## src/rtl/sram_bank_sequencer_if.sv

```systemverilog
// Host-side request/response bundle for the SRAM bank sequencer.
// The host (GPIO side) uses the master modport and the sequencer uses the slave modport.
interface sram_bank_sequencer_if #(
  parameter int unsigned WORD_W = 32,
  parameter int unsigned ADDR_W = 10
);
  localparam int unsigned NumLanes = WORD_W / 8;
  localparam int unsigned SelW     = (NumLanes > 1) ? $clog2(NumLanes) : 1;

  logic [7:0]        byte_in;
  logic              byte_ld;
  logic [SelW-1:0]   byte_sel;
  logic [1:0]        bank_sel;
  logic [ADDR_W-1:0] word_sel;
  logic              wr_req;
  logic              rd_req;
  logic              busy;
  logic              rd_valid;
  logic [7:0]        byte_out;
  logic [WORD_W-1:0] rd_word;
  logic              wr_done;
  logic              sel_err;

  modport master (
    output byte_in, byte_ld, byte_sel, bank_sel, word_sel, wr_req, rd_req,
    input  busy, rd_valid, byte_out, rd_word, wr_done, sel_err
  );

  modport slave (
    input  byte_in, byte_ld, byte_sel, bank_sel, word_sel, wr_req, rd_req,
    output busy, rd_valid, byte_out, rd_word, wr_done, sel_err
  );
endinterface

```

## src/rtl/sram_bank_sequencer.sv

```systemverilog
// Timed precharge/read/write sequencer for NUM_BANKS SRAM macros.
// Bytes from the host are staged into a word, committed or read back through a fixed
// PRE -> WRITE/READ -> DONE sequence driving per-bank PRE/ReadEn/WriteEn strobes.
module sram_bank_sequencer #(
  parameter int unsigned NUM_BANKS = 4,
  parameter int unsigned WORD_W    = 32,
  parameter int unsigned ADDR_W    = 10,
  parameter int unsigned PRE_CYC   = 2,
  parameter int unsigned RD_CYC    = 2,
  parameter int unsigned WR_CYC    = 2
) (
  input  logic                          clk,
  input  logic                          rst,
  sram_bank_sequencer_if.slave          host,
  output logic [ADDR_W-1:0]             bank_addr,
  output logic [WORD_W-1:0]             bank_din,
  output logic [NUM_BANKS-1:0]          bank_pre,
  output logic [NUM_BANKS-1:0]          bank_rd_en,
  output logic [NUM_BANKS-1:0]          bank_wr_en,
  input  logic [NUM_BANKS*WORD_W-1:0]   bank_dout
);

  localparam int unsigned MaxPr  = (PRE_CYC > RD_CYC) ? PRE_CYC : RD_CYC;
  localparam int unsigned MaxCyc = (MaxPr > WR_CYC) ? MaxPr : WR_CYC;
  localparam int unsigned CntW   = (MaxCyc > 1) ? $clog2(MaxCyc) : 1;

  localparam logic [CntW-1:0] PreLoad = CntW'(PRE_CYC - 1);
  localparam logic [CntW-1:0] RdLoad  = CntW'(RD_CYC - 1);
  localparam logic [CntW-1:0] WrLoad  = CntW'(WR_CYC - 1);

  localparam logic [2:0] StIdle  = 3'd0;
  localparam logic [2:0] StPre   = 3'd1;
  localparam logic [2:0] StWrite = 3'd2;
  localparam logic [2:0] StRead  = 3'd3;
  localparam logic [2:0] StDone  = 3'd4;

  logic [2:0]        state_q, state_d;
  logic [CntW-1:0]   cnt_q, cnt_d;
  logic              op_wr_q, op_wr_d;
  logic [1:0]        bank_q, bank_d;
  logic [ADDR_W-1:0] addr_q, addr_d;
  logic [WORD_W-1:0] stage_q, stage_d;
  logic [WORD_W-1:0] rd_word_q, rd_word_d;

  logic [WORD_W-1:0]    sel_dout;
  logic [NUM_BANKS-1:0] bank_oh;
  logic                 bank_ok;

  // An out-of-range latched bank decodes to no one-hot bit, so its sequence drives no strobes.
  assign bank_ok = (32'(bank_q) < NUM_BANKS);

  // Decode the latched bank to a one-hot strobe mask and pick its DataOut bus.
  always_comb begin
    bank_oh  = '0;
    sel_dout = '0;
    for (int k = 0; k < NUM_BANKS; k++) begin
      if (bank_q == 2'(k)) begin
        bank_oh[k] = 1'b1;
        sel_dout   = bank_dout[k*WORD_W +: WORD_W];
      end
    end
  end

  // Next-state logic: request acceptance, byte staging, timed phase counting and read capture.
  always_comb begin
    state_d   = state_q;
    cnt_d     = cnt_q;
    op_wr_d   = op_wr_q;
    bank_d    = bank_q;
    addr_d    = addr_q;
    stage_d   = stage_q;
    rd_word_d = rd_word_q;
    unique case (state_q)
      StIdle: begin
        // The byte load lands on the same edge as a write accept, so the commit sees it.
        if (host.byte_ld) begin
          stage_d[8*host.byte_sel +: 8] = host.byte_in;
        end
        if (host.wr_req || host.rd_req) begin
          op_wr_d = host.wr_req;
          bank_d  = host.bank_sel;
          addr_d  = host.word_sel;
          cnt_d   = PreLoad;
          state_d = StPre;
        end
      end
      StPre: begin
        if (cnt_q == '0) begin
          state_d = op_wr_q ? StWrite : StRead;
          cnt_d   = op_wr_q ? WrLoad : RdLoad;
        end else begin
          cnt_d = cnt_q - 1'b1;
        end
      end
      StWrite: begin
        if (cnt_q == '0) begin
          state_d = StDone;
          cnt_d   = '0;
        end else begin
          cnt_d = cnt_q - 1'b1;
        end
      end
      StRead: begin
        if (cnt_q == '0) begin
          rd_word_d = bank_ok ? sel_dout : '0;
          state_d   = StDone;
          cnt_d     = '0;
        end else begin
          cnt_d = cnt_q - 1'b1;
        end
      end
      StDone: begin
        state_d = StIdle;
      end
      default: begin
        state_d = StIdle;
      end
    endcase
  end

  // State and datapath registers; reset clears everything including in-flight data.
  always_ff @(posedge clk or negedge rst) begin
    if (!rst) begin
      state_q   <= StIdle;
      cnt_q     <= '0;
      op_wr_q   <= 1'b0;
      bank_q    <= '0;
      addr_q    <= '0;
      stage_q   <= '0;
      rd_word_q <= '0;
    end else begin
      state_q   <= state_d;
      cnt_q     <= cnt_d;
      op_wr_q   <= op_wr_d;
      bank_q    <= bank_d;
      addr_q    <= addr_d;
      stage_q   <= stage_d;
      rd_word_q <= rd_word_d;
    end
  end

  // Strobes are decoded straight from the state register so an async reset drops them at once.
  assign bank_pre   = (state_q == StPre)   ? bank_oh : '0;
  assign bank_wr_en = (state_q == StWrite) ? bank_oh : '0;
  assign bank_rd_en = (state_q == StRead)  ? bank_oh : '0;

  assign bank_addr = addr_q;
  assign bank_din  = stage_q;

  assign host.busy     = (state_q == StPre) || (state_q == StWrite) || (state_q == StRead);
  assign host.rd_valid = (state_q == StDone) && !op_wr_q;
  assign host.wr_done  = (state_q == StDone) && op_wr_q;
  assign host.sel_err  = (state_q == StDone) && !bank_ok;
  assign host.rd_word  = rd_word_q;
  assign host.byte_out = rd_word_q[8*host.byte_sel +: 8];

endmodule
```

## src/flat_wrapper.sv

```systemverilog
// flat-port wrapper written by rule: the top's interface ports become plain ports
module sram_bank_sequencer_flat 
#(
  parameter int unsigned NUM_BANKS = 4,
  parameter int unsigned WORD_W    = 32,
  parameter int unsigned ADDR_W    = 10,
  parameter int unsigned PRE_CYC   = 2,
  parameter int unsigned RD_CYC    = 2,
  parameter int unsigned WR_CYC    = 2
)
  (clk, rst, bank_addr, bank_din, bank_pre, bank_rd_en, bank_wr_en, bank_dout, host_byte_in, host_byte_ld, host_byte_sel, host_bank_sel, host_word_sel, host_wr_req, host_rd_req, host_busy, host_rd_valid, host_byte_out, host_rd_word, host_wr_done, host_sel_err);
  sram_bank_sequencer_if #(.WORD_W(WORD_W), .ADDR_W(ADDR_W)) host_i ();
  input  logic clk;
  input  logic rst;
  output logic [ADDR_W-1:0] bank_addr;
  output logic [WORD_W-1:0] bank_din;
  output logic [NUM_BANKS-1:0] bank_pre;
  output logic [NUM_BANKS-1:0] bank_rd_en;
  output logic [NUM_BANKS-1:0] bank_wr_en;
  input  logic [NUM_BANKS*WORD_W-1:0] bank_dout;
  input wire logic [$bits(host_i.byte_in)-1:0] host_byte_in;
  input wire logic [$bits(host_i.byte_ld)-1:0] host_byte_ld;
  input wire logic [$bits(host_i.byte_sel)-1:0] host_byte_sel;
  input wire logic [$bits(host_i.bank_sel)-1:0] host_bank_sel;
  input wire logic [$bits(host_i.word_sel)-1:0] host_word_sel;
  input wire logic [$bits(host_i.wr_req)-1:0] host_wr_req;
  input wire logic [$bits(host_i.rd_req)-1:0] host_rd_req;
  output wire logic [$bits(host_i.busy)-1:0] host_busy;
  output wire logic [$bits(host_i.rd_valid)-1:0] host_rd_valid;
  output wire logic [$bits(host_i.byte_out)-1:0] host_byte_out;
  output wire logic [$bits(host_i.rd_word)-1:0] host_rd_word;
  output wire logic [$bits(host_i.wr_done)-1:0] host_wr_done;
  output wire logic [$bits(host_i.sel_err)-1:0] host_sel_err;
  assign host_i.byte_in = host_byte_in;
  assign host_i.byte_ld = host_byte_ld;
  assign host_i.byte_sel = host_byte_sel;
  assign host_i.bank_sel = host_bank_sel;
  assign host_i.word_sel = host_word_sel;
  assign host_i.wr_req = host_wr_req;
  assign host_i.rd_req = host_rd_req;
  assign host_busy = host_i.busy;
  assign host_rd_valid = host_i.rd_valid;
  assign host_byte_out = host_i.byte_out;
  assign host_rd_word = host_i.rd_word;
  assign host_wr_done = host_i.wr_done;
  assign host_sel_err = host_i.sel_err;
  sram_bank_sequencer #(.NUM_BANKS(NUM_BANKS), .WORD_W(WORD_W), .ADDR_W(ADDR_W), .PRE_CYC(PRE_CYC), .RD_CYC(RD_CYC), .WR_CYC(WR_CYC)) u_core (.clk(clk), .rst(rst), .host(host_i), .bank_addr(bank_addr), .bank_din(bank_din), .bank_pre(bank_pre), .bank_rd_en(bank_rd_en), .bank_wr_en(bank_wr_en), .bank_dout(bank_dout));
endmodule
```

## config.mk

```make
export PLATFORM = sky130hd
export DESIGN_NAME = sram_bank_sequencer_flat
export DESIGN_NICKNAME = d
export VERILOG_FILES = /design/src/rtl/sram_bank_sequencer_if.sv /design/src/rtl/sram_bank_sequencer.sv /design/src/flat_wrapper.sv
export SDC_FILE = /design/constraint.sdc
export NUM_CORES = 1
export LEC_CHECK = 0
export CELL_PAD_IN_SITES_DETAIL_PLACEMENT = 0
export CELL_PAD_IN_SITES_GLOBAL_PLACEMENT = 2
export CORE_MARGIN = 2
export CORE_UTILIZATION = 26
export CTS_CLUSTER_SIZE = 14
export DETAILED_ROUTE_END_ITERATION = 6
export PLACE_DENSITY = 0.95
export SLEW_MARGIN = 25
export SYNTH_ARGS = -nofsm -noshare
export SYNTH_HDL_FRONTEND = slang
export SYNTH_SLANG_ARGS = --single-unit
```

## constraint.sdc

```tcl
create_clock -name clk -period 3.1 [get_ports clk]
set_input_delay 0.62 -clock clk [delete_from_list [all_inputs] [get_ports clk]]
set_output_delay 0.62 -clock clk [all_outputs]
set_load 0.05 [all_outputs]
```

# --- After elaboration in Yosys (flattened, before gate mapping) ---
# Index checks and enable logic that the tools add are counted.
totals:
  reg_bits: 81
  in_bits: 155
op_classes:
  eq_ne: 10
  n_reduce_logical: 15
  mux: 21
  bitwise_logic: 1
  addsub: 2
  shifts: 3
ops:
  columns: ["op", "n"]
  rows:
  - ["$mux 32", 4]
  - ["$neg 5->34", 1]
  - ["$shift 8x34->32 const A", 1]
  - ["$shiftx 8x34->32", 1]
  - ["$bwmux 32", 1]
  - ["$shiftx 32x6->8", 1]
  - ["$mux 4", 3]
  - ["$mux 3", 3]
  - ["$pmux 3 s3", 1]
  - ["$mux 1", 8]
  - ["$reduce_and 2->1", 4]
  - ["$eq 3x2->1 const B", 2]
  - ["$eq 2x2->1 const B", 2]
  - ["$ne 2x2->1 const B", 2]
  - ["$eq 3x1->1 const B", 1]
  - ["$eq 3x3->1 const B", 1]
  - ["$logic_not 3->1", 1]
  - ["$logic_or 1x1->1", 3]
  - ["$pmux 1 s3", 1]
  - ["$reduce_and 3->1", 1]
  - ["$reduce_bool 3->1", 1]
  - ["$eq 2x1->1 const B", 1]
  - ["$logic_and 1x1->1", 2]
  - ["$logic_not 2->1", 1]
  - ["5 further kinds", 5]

# --- Logic depth before layout (Yosys ltp) ---
# Gate-level depths: netlist (run 1).
depth:
  word_depth: 5
  mapped_depth: 7
  mapped_depth_nobuf: 5

# --- Least setup slack after synthesis (run 1) ---
# OpenSTA, ideal clock, no wires.
synth_timing:
  path_type: "reg2out"
  startpoint: "reg u_core.bank_q[1]"
  endpoint: "out bank_rd_en[0]"
  setup_slack_ps: 706
  n_path_buf: 2
  t_arrival_ps: 1774
  stages_incl_launch_ff: 5
  cell_sequence: "dfrtp_1 -> buf_2 -> buf_1 -> or3_1 -> nor2_1"
synth_between:
  elab_chain_cells: 3
synth_rtl:
  columns: ["element", "line", "source"]
  rows:
  - ["start, declared", "sram_bank_sequencer.sv:40", "logic [1:0] bank_q, bank_d;"]
  - ["start signal, assigned", "sram_bank_sequencer.sv:135", "bank_q <= bank_d;"]
  - ["$logic_not 2->1", "sram_bank_sequencer.sv:57", "if (bank_q == 2'(k)) begin"]
  - ["$mux 1", "sram_bank_sequencer.sv:57", null]
  - ["$mux 4", "sram_bank_sequencer.sv:145", "assign bank_rd_en = (state_q == StRead) ? bank_oh : '0;"]
  - ["end, declared", "flat_wrapper.sv:18", "output logic [NUM_BANKS-1:0] bank_rd_en;"]
# Every way passes these cells.

# --- Worst setup path after layout (run 1) ---
layout_timing:
  startpoint: "in host_byte_sel[0]"
  endpoint: "out host_byte_out[1]"
layout_between:
  elab_chain_cells: 1
layout_rtl:
  columns: ["element", "line", "source"]
  rows:
  - ["start, declared", "flat_wrapper.sv:23", "input wire logic [$bits(host_i.byte_sel)-1:0] host_byte_sel;"]
  - ["$shiftx 32x6->8", "sram_bank_sequencer.sv:155", "assign host.byte_out = rd_word_q[8*host.byte_sel +: 8];"]
  - ["end, declared", "flat_wrapper.sv:30", "output wire logic [$bits(host_i.byte_out)-1:0] host_byte_out;"]
# Every way passes these cells.

==> metrics.md, run 1 <==
| Metric | Value |
|---|---|
| Post-synth EDFFs | 0 |
| Vias per inst | ~4.6 |
| Synth Area in Adders | under 10% |
| Multi-input gate area | between 0.002 and 0.0025 mm² |
| Setup TNS | 0 ps |
| Crit share post-route | between 80% and 90% |
| Post-synth top flop | dfrtp_1 |
| Share of cells above drive strength 1 | 23.3% |
| Skew-Pair Late Insertion Delay | around 340 ps |
| Hold Violations, Final | 0 |
| DR pass1 iterations | 4 |
| Worst Path Required | roughly 2500 ps |
| CTS clk-pin slew, worst paths | around 70 ps |
| Synth Warn # | 0 |
| DRC viols | 0 |
| Mux cell area share after synthesis | 33.5% |
| WL/cell | ~19 µm |
| FF-to-FF Start | u_core.bank_q[0] |
| Crit-path max FO | 11 |
| Synth Net Count | roughly 480 |
| Placed Cells | slightly below 800 |
| CORE AREA | roughly 0.017 mm² |
| IO Port Bufs | 251 |
| Post-Syn Area per Cell | between 10 and 15 µm² |
| R2r endpoint | u_core.host.rd_word[4] |
| Worst EP arrival | about 2100 ps |
| Worst slew pin tran | approximately 740 ps |
| Clock root cell | clkbuf_16 |
| Post-CTS Resized | 0 |
| Area contributors post-synth | dfrtp_1, mux4_2, mux2_4, mux2_2, mux4_1 |
| Nets | a little over 700 |
| H-tree depth | 3 |
| Flop2flop setup slack | roughly 1100 ps |
| Outcome | completed |
| Clock Sinks | about 80 |
| CTS tree | yes |
| Sequential Area | 0.00203 mm² |
| DRT antenna net count | 0 |
| Worst hold-check path type | in -> async |
| Relative slew slack | 50.8% |
| Cts hold-fix bufs | 0 |
| CTS Buf Count | 9 |
| Minimum clock period | approximately 2700 ps |
| CP Capture Type | output pin |
| RSZ-0062 raised after global routing | false |
| Vias | between 3,000 and 4,000 |
| DRT iter0 DRCs | 163 |
| Async S/R FF share, synth | 100% |
| Top-area cell type share of the netlist area | 44.9% |
| Non-Filler Instances | just under 800 |
| Number of max-cap violations | 0 |
| Die height | between 100 and 150 µm |
| Top-count cell post-synth | dfrtp_1 |
| Vias in the first global route | just under 4,000 |
| Fill cell count | approximately 1,600 |
| Synthesized area | roughly 0.0045 mm² |
| Critical path class | in -> out |
| Final Setup Violations | 0 |
| Die area | between 0.015 and 0.02 mm² |
| Post-Synth Simple-Gate Area | under 10% |
| Initial Util | 26.4% |
| Gpl congestion | between 0.7 and 0.8 |
| Grt ovf | 0 |
| XOR/XNOR Fraction of Synth Area | 0% |
| Max Slew Vio Count | 0 |
| Post-CTS setup buffers | 0 |
| Main combinational cell family by area after synthesis | multiplexers |
| Initial antenna violation count | 4 |
| Synth cell types | 40 |
| Register area share after synthesis | 44.9% |
| Worst r2r path cells | 3 |
| Max clock buf depth | 2 |
| Yosys top cell by area | dfrtp_1 |
| CP Launch Type | primary input |
| GRT Util Overall | approximately 17% |
| Dpl hpwl | 12,100 µm |
| Cells after Synth | approximately 320 |
| Pwr Density | between 1000 and 1500 mW/mm² |
| Fmax | approximately 0.37 GHz |
| Row cnt | 48 |
| Horiz. Die Dim | roughly 140 µm |
| Lkg Pwr | 3.04 nW |
| Boundary pin count | roughly 250 |
| Synth Area in Compound Gates | 5.96% |
| Flop and latch count out of synthesis | 81 |
| Post-Route WL | 15,200 µm |
| Max rail drop VDD | 0.000567 V |
| Largest net degree at the start of global routing | between 80 and 90 |
| Area Overhead vs Synth | 67.8% |
| Synth cell count leaders | dfrtp_1, mux4_2, mux2_4 |
| First-pass GRT wire length | 23,200 µm |
| Worst Clk Skew | about 9 ps |
[cell type report]
cell class,count,area share (%)
repair buffers,260,34.9
clock inverters,7,1.17
diodes,3,0.0991
inverters,18,0.892
clock buffers,9,2.97
well taps,225,3.72
flip-flops and latches,81,26.8
multi-input cells,191,29.4
[where the power goes]
group          switching (W)  internal, W
clock network       0.000468     0.000639
registers           0.000476      0.00154
logic                0.00294      0.00214
[registers in the layout, summed over array words and instances, names as in the netlist]
| name | count |
|---|---|
| u_core.bank_q | 2 |
| u_core.bank_addr | 10 |
| u_core.host.rd_word | 32 |
| u_core.op_wr_q | 1 |
| u_core.cnt_q | 1 |
| u_core.state_q | 3 |
| u_core.bank_din | 32 |
[metal layers]
layer	GRT usage [%]	wire (µm)	share of wire (%)	vias up
met5	0	0	0	-
met4	4.22	201	1.3	0
met3	5.13	1040	6.8	15
met2	27.0	7260	48	150
met1	22.5	6690	44	1805
li1	-	-	-	1698
[layout by cell type, fill, tap and decap left out, types with 2 or more instances in the layout]
| cell | instances |
|---|---|
| diode_2 | 3 |
| buf_12 | 9 |
| a22o_1 | 17 |
| a21oi_1 | 2 |
| clkbuf_16 | 9 |
| mux4_1 | 7 |
| dfrtp_1 | 80 |
| clkdlybuf4s50_1 | 230 |
| and3_1 | 3 |
| ha_1 | 5 |
| nand2_2 | 3 |
| mux4_2 | 33 |
| inv_1 | 18 |
| o21ai_0 | 17 |
| clkinv_4 | 2 |
| mux2_2 | 20 |
| nand2_1 | 6 |
| nor2_1 | 18 |
| nand2b_1 | 2 |
| buf_4 | 20 |
| nand4_1 | 16 |
| inv_6 | 2 |
| mux2_4 | 24 |
| and2_1 | 2 |
[how the worst max path moves through the flow]
stage,startpoint,to,slack [ps],cells after the start
floorplan,u_core.bank_q[1],bank_rd_en[0],710,4
global placement,host_byte_sel[0],host_byte_out[5],360,4
detailed placement,host_byte_sel[0],host_byte_out[5],350,4
CTS,host_byte_sel[0],host_byte_out[5],350,4
global route,u_core.state_q[1],host_rd_valid,290,4
finish,host_byte_sel[0],host_byte_out[1],390,4
[through the flow]
step | cell area [µm²] | hold slack [ps] | setup WS, ps | util (%) | total power [W]
after CTS | 7560 | 490 | 352 | 44.2 | 0.00831
after global routing | 7560 | 376 | 287 | 44.2 | 0.00857
final | 7570 | 323 | 392 | 44.2 | 0.00820
after floorplan | 4510 | 324 | 706 | - | 0.00546
after detailed placement | 7250 | 494 | 352 | 42.3 | 0.00717
after global placement | 7250 | 493 | 362 | 42.3 | 0.00708
[critical path: stages]
cell and delay (ps):
clkdlybuf4s50_1 470, buf_4 240, mux4_2 540, buf_4 210
[cell families after synthesis]
kind of cell / Yosys count
muxes: 84
DFF: 81
and+or+nand+nor: 62
buffers and inverters: 44
AOI/OAI and AO/OA: 39
adders and majority gates: 5
other: 1
No activity file was read; power rests on OpenSTA's default activity.
==> inputs of run 2 (changes only) <==
CAP_MARGIN = 15   (was not set)
==> results of run 2 <==
No change in the layout: final DEF, timing and power equal those of run 1.
==> inputs of run 3 (changes only) <==
GPL_ROUTABILITY_DRIVEN = 0   (was not set)
PLACE_DENSITY = not set   (was 0.95)
PLACE_DENSITY_LB_ADDON = 0.1   (was not set)
==> metrics.md, run 3 (synthesis gave the netlist of run 1 again) <==
| Metric | Value |
|---|---|
| Worst EP arrival | 2100 ps (about the same) |
| Power share of the combinational group | 62.0% (about the same) |
| Worst hold-check path type | in -> async |
| Crit share post-route | 87.9% (+0.50 points) |
| Max rail drop VDD | 0.000516 V (-9.0%) |
| CP Launch Type | primary input |
| Die area | 0.0184 mm² (unchanged) |
| CTS Buf Count | 9 (unchanged) |
| WL/cell | 20.6 µm (+7.5%) |
| Worst Clk Skew | 7.71 ps (-1.30 ps) |
| Vias | 3,693 (+0.68%) |
| Nets | 722 (+0.14%) |
| Number of max-cap violations | 0 (unchanged) |
| Lkg Pwr | 3.06 nW (+0.45%) |
| DRC viols | 0 (unchanged) |
| Fill cell count | 1,603 (+2.5%) |
| Pwr Density | 1090 mW/mm² (+0.88%) |
| H-tree depth | 3 (unchanged) |
| Pwr Total | 0.00829 W (+1.1%) |
| Worst slew pin tran | 616 ps (-122 ps) |
| Share of total power in sequential cells | 24.1% (-0.5 points) |
| Post-Route WL | 16,300 µm (+7.3%) |
| Share of cells above drive strength 1 | 23.5% (+0.14 points) |
| CP Capture Type | output pin |
| Skew-Pair Late Insertion Delay | 340 ps (about the same) |
| Post-CTS Resized | 0 (unchanged) |
| Grt ovf | 0 (unchanged) |
| Crit-path max FO | 13 (+2) |
| Vias per inst | 4.66 (+0.94%) |
| Hold Violations, Final | 0 (unchanged) |
| Switching Share | 47.0% (-0.35 points) |
| Row cnt | 48 (unchanged) |
| Initial Util | 26.4% (unchanged) |
| Commonest cells after routing, fill and taps aside | clkdlybuf4s50_1, dfrtp_1, mux4_2, mux2_4, buf_4 |
| Cell-internal power | 0.00439 W (+1.8%) |
| Largest net degree at the start of global routing | 45 (-45%) |
| Dpl hpwl | 12,700 µm (+4.7%) |
| Setup TNS | 0 ps (unchanged) |
| Max Slew Vio Count | 0 (unchanged) |
| Final Setup Violations | 0 (unchanged) |
| Fmax | 0.367 GHz (-0.57%) |
| Most common cell after layout, fill and taps aside | clkdlybuf4s50_1 |
| CTS tree | yes |
| Max clock buf depth | 2 (unchanged) |
| DRT iter0 DRCs | 116 (-29%) |
| Clock power share | 13.9% (+0.4 points) |
| DRT antenna net count | 0 (unchanged) |
| Horiz. Die Dim | 136 µm (unchanged) |
| Clock Sinks | 81 (unchanged) |
| Min Hold Slack | 291 ps (-32.3 ps) |
| DR pass1 iterations | 4 (unchanged) |
| Ant diodes | 0 (-3) |
| Minimum clock period | 2720 ps (+15.6 ps) |
| Die height | 136 µm (unchanged) |
| Initial antenna violation count | 0 (-4) |
| GRT Util Overall | 18.0% (+1.2 points) |
| Worst Path Required | 2480 ps (about the same) |
| Relative slew slack | 58.9% (+8.1 points) |
| Clock root cell | clkbuf_16 |
| Sw Pwr | 0.00390 W (+0.33%) |
| Critical path class | in -> out |
| IO Port Bufs | 251 (unchanged) |
| Cts hold-fix bufs | 0 (unchanged) |
| Post-CTS setup buffers | 0 (unchanged) |
| CORE AREA | 0.0171 mm² (unchanged) |
| First-pass GRT wire length | 24,700 µm (+6.5%) |
| Vias in the first global route | 3,946 (+0.74%) |
| CTS clk-pin slew, worst paths | 60 ps (about the same) |
| Area Overhead vs Synth | 68.1% |
| Boundary pin count | 253 (unchanged) |
| RSZ-0062 raised after global routing | false |
| Outcome | completed |
run 3: layout make-up:
type | count | area (µm²) | share of cell area [%]
Clock inverter | 7 | 95.1 | 1.25
Multi-Input combinational cell | 191 | 2230 | 29.4
Tap cell | 225 | 282 | 3.71
Timing Repair Buffer | 261 | 2660 | 35.1
Sequential cell | 81 | 2030 | 26.7
Clock buffer | 9 | 225 | 2.97
Inverter | 18 | 67.6 | 0.891
run 3: layer usage:
| layer | vias up | global-route usage (%) | share of wire, % |
|---|---|---|---|
| met1 | 1828 | 22.9 | 42 |
| met3 | 14 | 5.42 | 7.9 |
| li1 | 1697 | - | - |
| met4 | 0 | 4.46 | 1.5 |
| met5 | - | 0 | 0 |
| met2 | 154 | 30.1 | 48 |
run 3: path summary, 6_finish.rpt:
| kind | end | slack, ps | cells after the start | startpoint |
|---|---|---|---|---|
| worst max-delay path | host_byte_out[5] | 380 | 4 | host_byte_sel[0] |
| worst min-delay path | u_core.bank_din[14] | 290 | 1 | rst |
| worst max register to register | u_core.host.rd_word[1] | 1150 | 4 | u_core.state_q[0] |
| worst min register to register | u_core.bank_din[9] | 510 | 1 | u_core.bank_din[9] |
| max in group asynchronous | u_core.bank_q[0] | 2170 | 2 | rst |
| min in group clk | u_core.bank_din[9] | 510 | 1 | u_core.bank_din[9] |
run 3: metrics by stage:
step                utilization [%]  area [µm²]  std cells  worst slack, ps
floorplan                         -        4510        316              706
global placement               42.5        7270        776              362
detailed placement             42.5        7270        776              325
CTS                            44.3        7590        792              352
global route                   44.3        7590        792              250
finish                         44.3        7590        792              376
run 3: critical path, cell delays in order:
cell and delay (ps):
clkdlybuf4s50_1 460, buf_4 260, mux4_2 540, buf_4 210
run 3: power groups by stage:
stage,combinational (W),sequential [W],clock (W)
CTS,0.00521,0.00201,0.00119
floorplan,0.00211,0.00335,0
global placement,0.00520,0.00201,0
finish,0.00514,0.00200,0.00115
global route,0.00538,0.00208,0.00124
detailed placement,0.00519,0.00202,0
